==> config.mk <==
export PLATFORM = sky130hd
export DESIGN_NAME = bcd_to_binary_seq
export DESIGN_NICKNAME = d
export VERILOG_FILES = /design/src/rtl/bcd_pkg.sv /design/src/rtl/bcd_digit_rcorrect.sv /design/src/rtl/bcd_to_binary_seq.sv
export SDC_FILE = /design/constraint.sdc
export NUM_CORES = 1
export LEC_CHECK = 0
export BUFFER_PORTS_ARGS = -buffer_cell sky130_fd_sc_hd__buf_2
export CAP_MARGIN = 30
export CORE_MARGIN = 4
export CORE_UTILIZATION = 60
export DETAILED_ROUTE_END_ITERATION = 8
export MAX_ROUTING_LAYER = met4
export PLACE_DENSITY = 0.84
export REMOVE_ABC_BUFFERS = 1
export SKIP_CTS_REPAIR_TIMING = 1
export SKIP_LAST_GASP = 1
export SLEW_MARGIN = 20
export SYNTH_ARGS = -nofsm -noshare
export SYNTH_HDL_FRONTEND = slang
export SYNTH_SLANG_ARGS = --single-unit
==> constraint.sdc <==
create_clock -name clk -period 4 [get_ports clk]
set_input_delay 0.2 -clock clk [delete_from_list [all_inputs] [get_ports clk]]
set_output_delay 0.2 -clock clk [all_outputs]
set_load 0.05 [all_outputs]
==> src/rtl/bcd_pkg.sv <==
// Shared BCD constants, FSM state encoding and width helper.
// Used by both the BCD-to-binary and binary-to-BCD paths.
package bcd_pkg;

  localparam int         BCD_DIGIT_W    = 4;
  localparam logic [3:0] BCD_MAX_DIGIT  = 4'd9;
  localparam logic [3:0] DABBLE_ADJ     = 4'd3;
  localparam logic [3:0] RDABBLE_THRESH = 4'd8;

  typedef enum logic [1:0] {
    IDLE  = 2'd0,
    SHIFT = 2'd1,
    DONE  = 2'd2
  } bcd_state_e;

  function automatic int min_bin_w(input int digits);
    longint v;
    int     w;
    v = 1;
    w = 0;
    for (int i = 0; i < digits; i++) v = v * 10;
    while ((longint'(1) << w) < v) w++;
    return w;
  endfunction

endpackage

==> src/rtl/bcd_digit_rcorrect.sv <==
// Reverse double-dabble digit correction: subtract 3 from a
// post-shift BCD digit that is 8 or more.
module bcd_digit_rcorrect
  import bcd_pkg::*;
(
  input  logic [BCD_DIGIT_W-1:0] d,
  output logic [BCD_DIGIT_W-1:0] q
);

  assign q = (d >= RDABBLE_THRESH) ? d - DABBLE_ADJ : d;

endmodule

==> src/rtl/bcd_to_binary_seq.sv <==
// Sequential BCD-to-binary converter, one shift per clock.
// Optional digit range check: `BCD2BIN_DIGIT_CHECK_EN.
module bcd_to_binary_seq
  import bcd_pkg::*;
#(
  parameter int DIGITS = 3,
  parameter int BIN_W  = 10
) (
  input  logic                          clk,
  input  logic                          rst_n,
  input  logic                          in_valid,
  output logic                          in_ready,
  input  logic [BCD_DIGIT_W*DIGITS-1:0] bcd_in,
  output logic                          out_valid,
  input  logic                          out_ready,
  output logic [BIN_W-1:0]              bin_out
`ifdef BCD2BIN_DIGIT_CHECK_EN
  ,
  output logic                          err
`endif
);

  localparam int BCD_W = BCD_DIGIT_W * DIGITS;
  localparam int SR_W  = BCD_W + BIN_W;
  localparam int CNT_W = (BIN_W > 1) ? $clog2(BIN_W) : 1;
  localparam logic [CNT_W-1:0] CNT_INIT = CNT_W'(BIN_W - 1);

  if (BIN_W < min_bin_w(DIGITS)) begin : g_w_chk
    $error("BIN_W too small for DIGITS");
  end

  bcd_state_e       state;
  logic [SR_W-1:0]  sr_q;
  logic [SR_W-1:0]  sr_sh;
  logic [SR_W-1:0]  sr_nx;
  logic [CNT_W-1:0] cnt_q;
  logic             accept;
  logic             finish;
  logic             res_bad;

  logic [BCD_DIGIT_W-1:0] dig_cor [DIGITS];

  assign sr_sh = sr_q >> 1;

  for (genvar g = 0; g < DIGITS; g++) begin : g_cor
    bcd_digit_rcorrect u_cor (
      .d (sr_sh[BIN_W+BCD_DIGIT_W*g +: BCD_DIGIT_W]),
      .q (dig_cor[g])
    );
  end

  always_comb begin
    sr_nx = sr_sh;
    for (int i = 0; i < DIGITS; i++)
      sr_nx[BIN_W+BCD_DIGIT_W*i +: BCD_DIGIT_W] = dig_cor[i];
  end

  assign in_ready = (state == IDLE);
  assign accept   = in_valid && in_ready;
  assign finish   = (state == SHIFT) && (cnt_q == '0);

  always_ff @(posedge clk or negedge rst_n) begin
    if (!rst_n) begin
      state     <= IDLE;
      sr_q      <= '0;
      cnt_q     <= '0;
      out_valid <= 1'b0;
      bin_out   <= '0;
    end else begin
      unique case (state)
        IDLE: begin
          if (in_valid) begin
            sr_q  <= {bcd_in, {BIN_W{1'b0}}};
            cnt_q <= CNT_INIT;
            state <= SHIFT;
          end
        end
        SHIFT: begin
          sr_q <= sr_nx;
          if (cnt_q == '0) begin
            bin_out   <= res_bad ? '0 : sr_nx[BIN_W-1:0];
            out_valid <= 1'b1;
            state     <= DONE;
          end else begin
            cnt_q <= cnt_q - 1'b1;
          end
        end
        DONE: begin
          if (out_ready) begin
            out_valid <= 1'b0;
            state     <= IDLE;
          end
        end
        default: state <= IDLE;
      endcase
    end
  end

`ifdef BCD2BIN_DIGIT_CHECK_EN
  logic bad_in;
  logic bad_q;

  always_comb begin
    bad_in = 1'b0;
    for (int i = 0; i < DIGITS; i++)
      if (bcd_in[BCD_DIGIT_W*i +: BCD_DIGIT_W] > BCD_MAX_DIGIT)
        bad_in = 1'b1;
  end

  assign res_bad = bad_q;

  // err only becomes visible together with the result it describes
  always_ff @(posedge clk or negedge rst_n) begin
    if (!rst_n) begin
      bad_q <= 1'b0;
      err   <= 1'b0;
    end else if (accept) begin
      bad_q <= bad_in;
      err   <= 1'b0;
    end else if (finish) begin
      err   <= bad_q;
    end
  end
`else
  assign res_bad = 1'b0;
`endif

endmodule
### Yosys cells after proc, flatten, opt, wreduce, memory -nomap -nowiden

Cells that the tools add are included.

* register bits: 39
* input port bits: 16
* logic and storage cells: 42
* output and inout bits: 12

* equal/unequal tests: 6
* order comparisons: 3
* reductions and logical operators: 9
* add/sub/neg operators: 4
* muxes and demuxes: 15

Operator list (number)
* $pmux W22 S2: 1
* $mux W22: 1
* $mux W4: 5
* $reduce_and A3 Y1: 3
* $ge A4 B4 Y1 const B: 2
* $pmux W4 S2: 1
* $sub A4 B2 Y4 const B: 2
* $mux W2: 3
* $ne A2 B2 Y1 const B: 3
* $pmux W2 S3: 1
* $ge A3 B4 Y1 const B: 1
* $logic_not A4 Y1: 1
* $reduce_and A2 Y1: 2
* $reduce_bool A2 Y1: 2
* $sub A3 B2 Y4 const B: 1
* $sub A4 B1 Y4 const B: 1
* $eq A2 B1 Y1 const B: 1
* $eq A2 B2 Y1 const B: 1
* $logic_not A2 Y1: 1
* $mux W1: 2
* $ne A2 B1 Y1 const B: 1
* $pmux W1 S2: 1

### Depth between registers and ports, before layout

Gate-level depths: netlist (run 1).

* depth in word-level cells: 3
* depth in mapped cells: 6

### Cells and area by module

From an unflattened synthesis (run 1), not the netlist that was laid out.

* cell total of the unflattened synthesis: 184
* area total of the unflattened synthesis: 1980.6 sq um

By module, submodules not included
* bcd_to_binary_seq: times used 1, cells an instance 151, seq. area each 950.9 sq um, area each 1751.7 sq um
* bcd_digit_rcorrect: times used 3, cells an instance 11, seq. area each 0.0 sq um, area each 76.3 sq um

### Worst setup path after synthesis (run 1)

No wires, ideal clock.

* path type: register to register
* from: reg cnt_q[0]
* to: reg bin_out[7]
* data required time: 3875 ps
* arrival time: 1400 ps
* path buffers: 1
* stages on the path, launching flop included: 7
* setup slack: 2475 ps
* library setup time: 125 ps
* cells stage by stage: dfrtp_1 > inv_1 > ha_1 > nor3b_2 > nand2_2 > buf_6 > mux2_4

* word-level cells in the longest chain between the ends: 2

Ends and longest elaborated chain
* from (decl): line bcd_to_binary_seq.sv:36 `logic [CNT_W-1:0] cnt_q;`
* from (signal assigned): line bcd_to_binary_seq.sv:85 `cnt_q <= cnt_q - 1'b1;`
* $logic_not A4 Y1: line bcd_to_binary_seq.sv:80 `if (cnt_q == '0) begin`
* $reduce_and A2 Y1 (no source line)
* to (signal assigned): line bcd_to_binary_seq.sv:81 `bin_out <= res_bad ? '0 : sr_nx[BIN_W-1:0];`
* to (decl): line bcd_to_binary_seq.sv:16 `output logic [BIN_W-1:0] bin_out`

Every way passes these cells.
A chain may end at the register's enable or synchronous reset.

### Final worst setup path (run 1)

* from: reg state[0]
* to: reg sr_q[17]

* word-level cells in the longest chain between the ends: 3

Ends and longest elaborated chain
* from (decl): line bcd_to_binary_seq.sv:32 `bcd_state_e state;`
* from (signal assigned): line bcd_to_binary_seq.sv:64 `state <= IDLE;`
* from (signal assigned): line bcd_to_binary_seq.sv:75 `state <= SHIFT;`
* from (signal assigned): line bcd_to_binary_seq.sv:83 `state <= DONE;`
* $eq A2 B1 Y1 / $logic_not A2 Y1 (equally long branches): line bcd_to_binary_seq.sv:70 `unique case (state)`
* $reduce_bool A2 Y1 (no source line) / $ne A2 B2 Y1 (equally long branches)
* $reduce_and A2 Y1 (no source line)
* to (signal assigned): line bcd_to_binary_seq.sv:73 `sr_q <= {bcd_in, {BIN_W{1'b0}}};`
* to (signal assigned): line bcd_to_binary_seq.sv:79 `sr_q <= sr_nx;`
* to (decl): line bcd_to_binary_seq.sv:33 `logic [SR_W-1:0] sr_q;`

Several ways; a longest one is shown, not always the timed one.

==> results of run 1 <==
## cell usage in the layout (no fill, tap or decap), drive strengths merged, types with 2 or more instances in the layout
master	synthesis	final
a22oi	2	2
inv	8	8
a22o	9	9
xnor2	2	2
o31ai	3	3
o211a	2	2
or4	3	3
nor2	5	5
xor2	2	2
buf	6	29
clkbuf	1	5
o21ai	10	10
nand3	2	2
nand2	15	15
a31oi	3	3
clkinvlp	0	2
dfrtp	38	38
ha	6	6
mux2i	4	4
a21oi	8	8
nor2b	9	9
mux2	10	10
## per-stage QoR
| step | utilization | hold slack [ns] | worst slack, ns | total power, mW |
|---|---|---|---|---|
| finish | 0.7284 | 0.02735 | 2.038 | 1.762 |
| global route | 0.7284 | 0.01734 | 1.836 | 1.896 |
| CTS | 0.7248 | -0.04978 | 2.046 | 1.769 |
| detailed placement | 0.6954 | 0.3425 | 2.055 | 1.505 |
| global placement | 0.6954 | 0.3336 | 2.166 | 1.459 |
| floorplan | - | -0.09559 | 1.784 | 1.289 |
## power by group through the flow
stage	Clock [mW]	Sequential (mW)	Combinational, mW
after CTS	0.270	0.701	0.798
after floorplan	0	0.828	0.460
after global routing	0.290	0.729	0.877
final	0.266	0.704	0.792
after global placement	0	0.698	0.761
after detailed placement	0	0.709	0.796
## layer usage
layer | vias to the layer above | global-route usage | wire length (um)
met3 | 7 | 0.03417 | 106
li1 | 628 | - | -
met4 | 0 | 0.09366 | 63
met5 | - | - | 0
met1 | 645 | 0.2649 | 1600
met2 | 22 | 0.3004 | 1739
## final timing paths
kind                                 start    endpoint  slack [ns]  cells past startpoint
worst max register to register    state[0]    sr_q[17]        2.04                      4
max in group asynchronous            rst_n  bin_out[7]        3.01                      2
worst min-delay path             out_ready    state[1]        0.03                      2
worst max-delay path              state[0]    sr_q[17]        2.04                      4
worst min register to register  bin_out[5]  bin_out[5]        0.51                      1
min in group asynchronous            rst_n  bin_out[0]        0.46                      2
## sequential cells by signal, summed over array words and instances (netlist names)
name and cells:
cnt_q 4, out_valid 1, state 2, bin_out 10, sr_q 21
## cells by family after synthesis
family,synth area share
AOI/OAI and AO/OA,0.1683
xor gates and xnor gates,0.01939
adders and majority gates,0.04155
buffers and inverters,0.04154
DFF,0.5263
muxes,0.08865
and+or+nand+nor,0.1143
## critical path, cell delays in order (launching register included)
cell	delay, ns
dfrtp_1	0.57
o21bai_1	0.72
buf_4	0.32
a21oi_1	0.06
o22a_1	0.20
## cell type report
class / count / share of cell area
clock buffers: 5 / 0.01837
clock inverters: 3 / 0.02205
inverters: 8 / 0.01470
well taps: 31 / 0.01898
repair buffers: 30 / 0.07838
multi-input cells: 107 / 0.3821
flip-flops and latches: 38 / 0.4654
==> flow_summary.json, run 1 <==
{
  "irDropWorstVdd_uv": 587.4,
  "ys_seq_elements": 38,
  "dieHeight_um": 62.88,
  "synth_area_um2": 1807,
  "drive_gt1_frac": 0.2565,
  "fin_skew_ns": 0.01728,
  "period_needed_ns": 1.962,
  "overflow": 0,
  "setup_tns_ns": 0,
  "grtUsageTotal": 0.2003,
  "critPathArrivalTime_ns": 2.21,
  "die_w_um": 62.88,
  "cts-root-buf": "clkbuf_4",
  "grt_pass1_wl_mm": 6.147,
  "layoutNonFillerInstCount": 222,
  "dpl.cell_count": 213,
  "fmax_ghz": 0.5097,
  "yosysUniqueCellTypes": 37,
  "routedWlPerCell_um": 15.81,
  "seqPwrFrac": 0.400,
  "clk_latency_ns": 0.36,
  "critPathMaxFanout": 17,
  "ys_top_cells_by_area": "dfrtp_1 (53%), mux2_2 (5.0%), a22o_1 (4.4%)",
  "yosysTopAreaCell": "dfrtp_1",
  "cts_tree": "done",
  "clk_path_buf_depth": 2,
  "final-seq-area_um2": 950.9,
  "antenna_found_initial": 0,
  "cts.sinks": 38,
  "fin_area_um2": 2043,
  "rsz0062_at_grt": "no",
  "yosys-top-cells-count": "dfrtp_1 (38), nand2_1 (14), o21ai_0 (10)",
  "status": "finished clean",
  "multi_input_area_um2": 780.7,
  "start_kind": "register",
  "num_antenna_cells": 0,
  "switchingPower_mw": 0.7612,
  "start_util": 0.6441,
  "ant_nets": 0,
  "synth-edff-count": 0,
  "cts_max_level": 2,
  "core-area_um2": 2805,
  "tightest_slew_ns": 0.8304,
  "synth_top_area_frac": 0.5263,
  "drt_first_pass_iters": 4,
  "path_class": "reg2reg",
  "area_growth_pct": 13.09,
  "synth_top_flop_cell": "dfrtp_1",
  "wl_mm": 3.510,
  "synth_warnings": 0,
  "setup_viol": 0,
  "grt_max_degree": 39,
  "ioPinCount": 28,
  "path_clk_slew_ns": 0.13,
  "internal_power_mw": 1.001,
  "hold_viol_final": 0,
  "drc": 0,
  "power.density_nw_per_um2": 862.4,
  "leakage_nw": 1.014,
  "synth_most_common_cell": "dfrtp_1",
  "cts_buffers": 5,
  "pwr-share-clk": 0.151,
  "vias": 1302,
  "grt_pass1_vias": 1318,
  "slew_headroom": 0.4464,
  "cp-end-kind": "register",
  "rows": 19,
  "required_ns": 4.25,
  "hold_path_class": "in2reg",
  "syn_inst": 160,
  "die_area_um2": 3953,
  "synth_async_sr_flop_share": 1.000,
  "placed_area_um2": 1951,
  "via_per_inst": 5.865,
  "nets": 212,
  "io_buffers": 27,
  "slew_violations": 0,
  "seq_area_frac_synth": 0.5263,
  "drv_cap": 0,
  "period_share": 0.4905,
  "drt_iter0_markers": 113,
  "power_frac_comb": 0.449,
  "fill_cells": 208,
  "avgSynthCellArea_um2": 11.29,
  "gp_congestion": 0.8748,
  "swShare": 0.4320,
  "hpwl_mm": 2.480
}
(Power assumes the default switching activity.)
==> inputs of run 2 (changes only) <==
--- a/config.mk
+++ b/config.mk
@@ -5,13 +5,14 @@
 export SDC_FILE = /design/constraint.sdc
 export NUM_CORES = 1
 export LEC_CHECK = 0
+export ABC_AREA = 1
 export BUFFER_PORTS_ARGS = -buffer_cell sky130_fd_sc_hd__buf_2
 export CAP_MARGIN = 30
 export CORE_MARGIN = 4
-export CORE_UTILIZATION = 60
+export CORE_UTILIZATION = 50
 export DETAILED_ROUTE_END_ITERATION = 8
 export MAX_ROUTING_LAYER = met4
-export PLACE_DENSITY = 0.84
+export PLACE_DENSITY = 0.74
 export REMOVE_ABC_BUFFERS = 1
 export SKIP_CTS_REPAIR_TIMING = 1
 export SKIP_LAST_GASP = 1
==> constraint.sdc (replaced) <==
create_clock -name clk -period 1.8 [get_ports clk]
set_input_delay 0.09 -clock clk [delete_from_list [all_inputs] [get_ports clk]]
set_output_delay 0.09 -clock clk [all_outputs]
set_load 0.05 [all_outputs]
==> flow_summary.json, run 2 <==
{
  "regMostFlops": "sr_q",
  "grt_pass1_vias": 1256,
  "layoutNonFillerInstCount": 285,
  "path_cells": "inv_1, nand2_2, nand2_4, inv_2, nor2_1, nand2_1, nand2_1",
  "core-area_um2": 3416,
  "io_buffers": 27,
  "drv_cap": 0,
  "yosys-top-cells-count": "nand2_1 (58), dfrtp_1 (38), inv_1 (23)",
  "synth_async_sr_flop_share": 1.000,
  "cp-end-kind": "register",
  "slowest_stage": "dfrtp_1",
  "ant_nets": 0,
  "ioPinCount": 28,
  "via_per_inst": 4.874,
  "cts_max_level": 2,
  "dieHeight_um": 68.26,
  "period_share": 0.7849,
  "path_class": "reg2reg",
  "synth_top_area_frac": 0.5238,
  "max_stage_delay_ns": 0.44,
  "power.density_nw_per_um2": 1883,
  "num_antenna_cells": 0,
  "rsz0062_at_grt": "no",
  "overflow": 0,
  "area_growth_pct": 15.64,
  "rows": 21,
  "drt_iter0_markers": 54,
  "cts-root-buf": "clkbuf_4",
  "dpl.cell_count": 272,
  "start_kind": "register",
  "hpwl_mm": 2.299,
  "start_util": 0.5315,
  "crit_family": "simple AND/OR/NAND/NOR gates",
  "worst-path-buf-inv": 2,
  "final_cell_mix": "nand2_1 (58), dfrtp_1 (38), buf_2 (27)",
  "tightest_slew_ns": 0.3286,
  "irDropWorstVdd_uv": 934.0,
  "hold_path_class": "in2reg",
  "largest_reg_flops": 21,
  "ys_seq_elements": 38,
  "wl_mm": 3.239,
  "top_regs": "sr_q (21), bin_out (10), cnt_q (4)",
  "yosysTopAreaCell": "dfrtp_1",
  "fmax_ghz": 0.7078,
  "setup_tns_ns": 0,
  "synth_area_um2": 1815,
  "routedWlPerCell_um": 11.36,
  "grtUsageTotal": 0.1685,
  "synth_warnings": 0,
  "grt_max_degree": 23,
  "synth-edff-count": 0,
  "multi_input_area_um2": 718.2,
  "final-seq-area_um2": 950.9,
  "avgSynthCellArea_um2": 9.032,
  "yosysUniqueCellTypes": 22,
  "leakage_nw": 1.084,
  "drive_gt1_frac": 0.2218,
  "cts_tree": "done",
  "vias": 1389,
  "slew_violations": 0,
  "layout_commonest_cell": "nand2_1",
  "slew_headroom": 0.7801,
  "fin_skew_ns": 0.005533,
  "cp_common_cell": "nand2_1",
  "drt_first_pass_iters": 4,
  "grt_pass1_wl_mm": 5.575,
  "ys_top_cells_by_area": "dfrtp_1 (52%), nand2_1 (12%), o21ai_2 (4.8%)",
  "setup_viol": 0,
  "cts.sinks": 38,
  "fill_cells": 311,
  "synth_top_flop_cell": "dfrtp_1",
  "antenna_found_initial": 0,
  "critPathArrivalTime_ns": 1.66,
  "synth_most_common_cell": "nand2_1",
  "path_clk_slew_ns": 0.10,
  "seq_area_frac_synth": 0.5238,
  "clk_latency_ns": 0.34,
  "status": "finished clean",
  "clk_path_buf_depth": 2,
  "die_w_um": 68.26,
  "cts_buffers": 5,
  "critPathMaxFanout": 17,
  "die_area_um2": 4659,
  "gp_congestion": 0.8245,
  "nets": 262,
  "drc": 0,
  "syn_inst": 201,
  "hold_viol_final": 0,
  "required_ns": 2.05,
  "period_needed_ns": 1.413
}
==> run 2: cell count changes in the layout (fill, tap and decap cells not counted), sizes merged, moves of 6 or more <==
cell	previous run	this run
a22o	9	0
dlygate4sd3	1	7
inv	8	25
mux2	10	0
nand2	15	60
nand3	2	10
nor2	5	15
nor2b	9	0
o21ai	10	21
o22ai	1	10
==> run 2: metal layers <==
metal	part of all wire	track usage	routed length [um]	up-vias
li1	-	-	-	724
met1	0.48	0.2106	1565	628
met2	0.45	0.2527	1456	28
met3	0.043	0.03941	138	9
met4	0.024	0.08933	79	0
met5	0	-	0	-
==> run 2: logic make-up (layout without fill, tap and decap cells) <==
family / Yosys count / in the layout / synth area share
adders and majority gates: 6 / 6 / 0.04135
xor gates and xnor gates: 1 / 1 / 0.004825
DFF: 38 / 38 / 0.5238
AOI/OAI and AO/OA: 40 / 40 / 0.1475
buffers and inverters: 30 / 68 / 0.08063
and+or+nand+nor: 86 / 86 / 0.2019
==> run 2: worst min-delay path, cell delays in order <==
cell and delay, ns:
buf_2 0.08, o211ai_1 0.09, nand2_1 0.07
==> run 2: path summary, 6_finish.rpt <==
| kind | startpoint | to | slack [ns] | cells past startpoint |
|---|---|---|---|---|
| worst max-delay path | state[1] | sr_q[16] | 0.39 | 7 |
| worst min-delay path | bcd_in[4] | sr_q[14] | 0.01 | 3 |
| worst max register to register | state[1] | sr_q[16] | 0.39 | 7 |
| worst min register to register | bin_out[3] | bin_out[3] | 0.48 | 2 |
| max in group asynchronous | rst_n | sr_q[21] | 1.20 | 3 |
| min in group asynchronous | rst_n | bin_out[4] | 0.12 | 2 |
==> run 2: metrics by stage <==
stage | setup WS, ns | utilization | hold slack [ns] | instance area [um^2] | power, mW
floorplan | 0.03677 | - | -0.2056 | 1763 | 3.063
global placement | 0.4437 | 0.5791 | -0.04064 | 1978 | 3.499
detailed placement | 0.3974 | 0.5791 | -0.03792 | 1978 | 3.532
CTS | 0.3822 | 0.5941 | -0.4197 | 2029 | 3.973
global route | 0.2469 | 0.6147 | 0.03461 | 2100 | 4.337
finish | 0.3872 | 0.6147 | 0.01041 | 2100 | 3.952
==> run 2: cell type report <==
type	instances	share of cell area
well taps	46	0.02741
multi-input cells	133	0.3421
inverters	25	0.04470
repair buffers	37	0.1085
flip-flops and latches	38	0.4529
clock buffers	6	0.02443
==> run 2: power breakdown <==
group | switching [mW] | internal, mW | total (mW)
Clock | 0.260 | 0.176 | 0.436
Sequential | 0.214 | 1.22 | 1.43
Combinational | 1.45 | 0.636 | 2.08
Total | 1.92 | 2.03 | 3.95
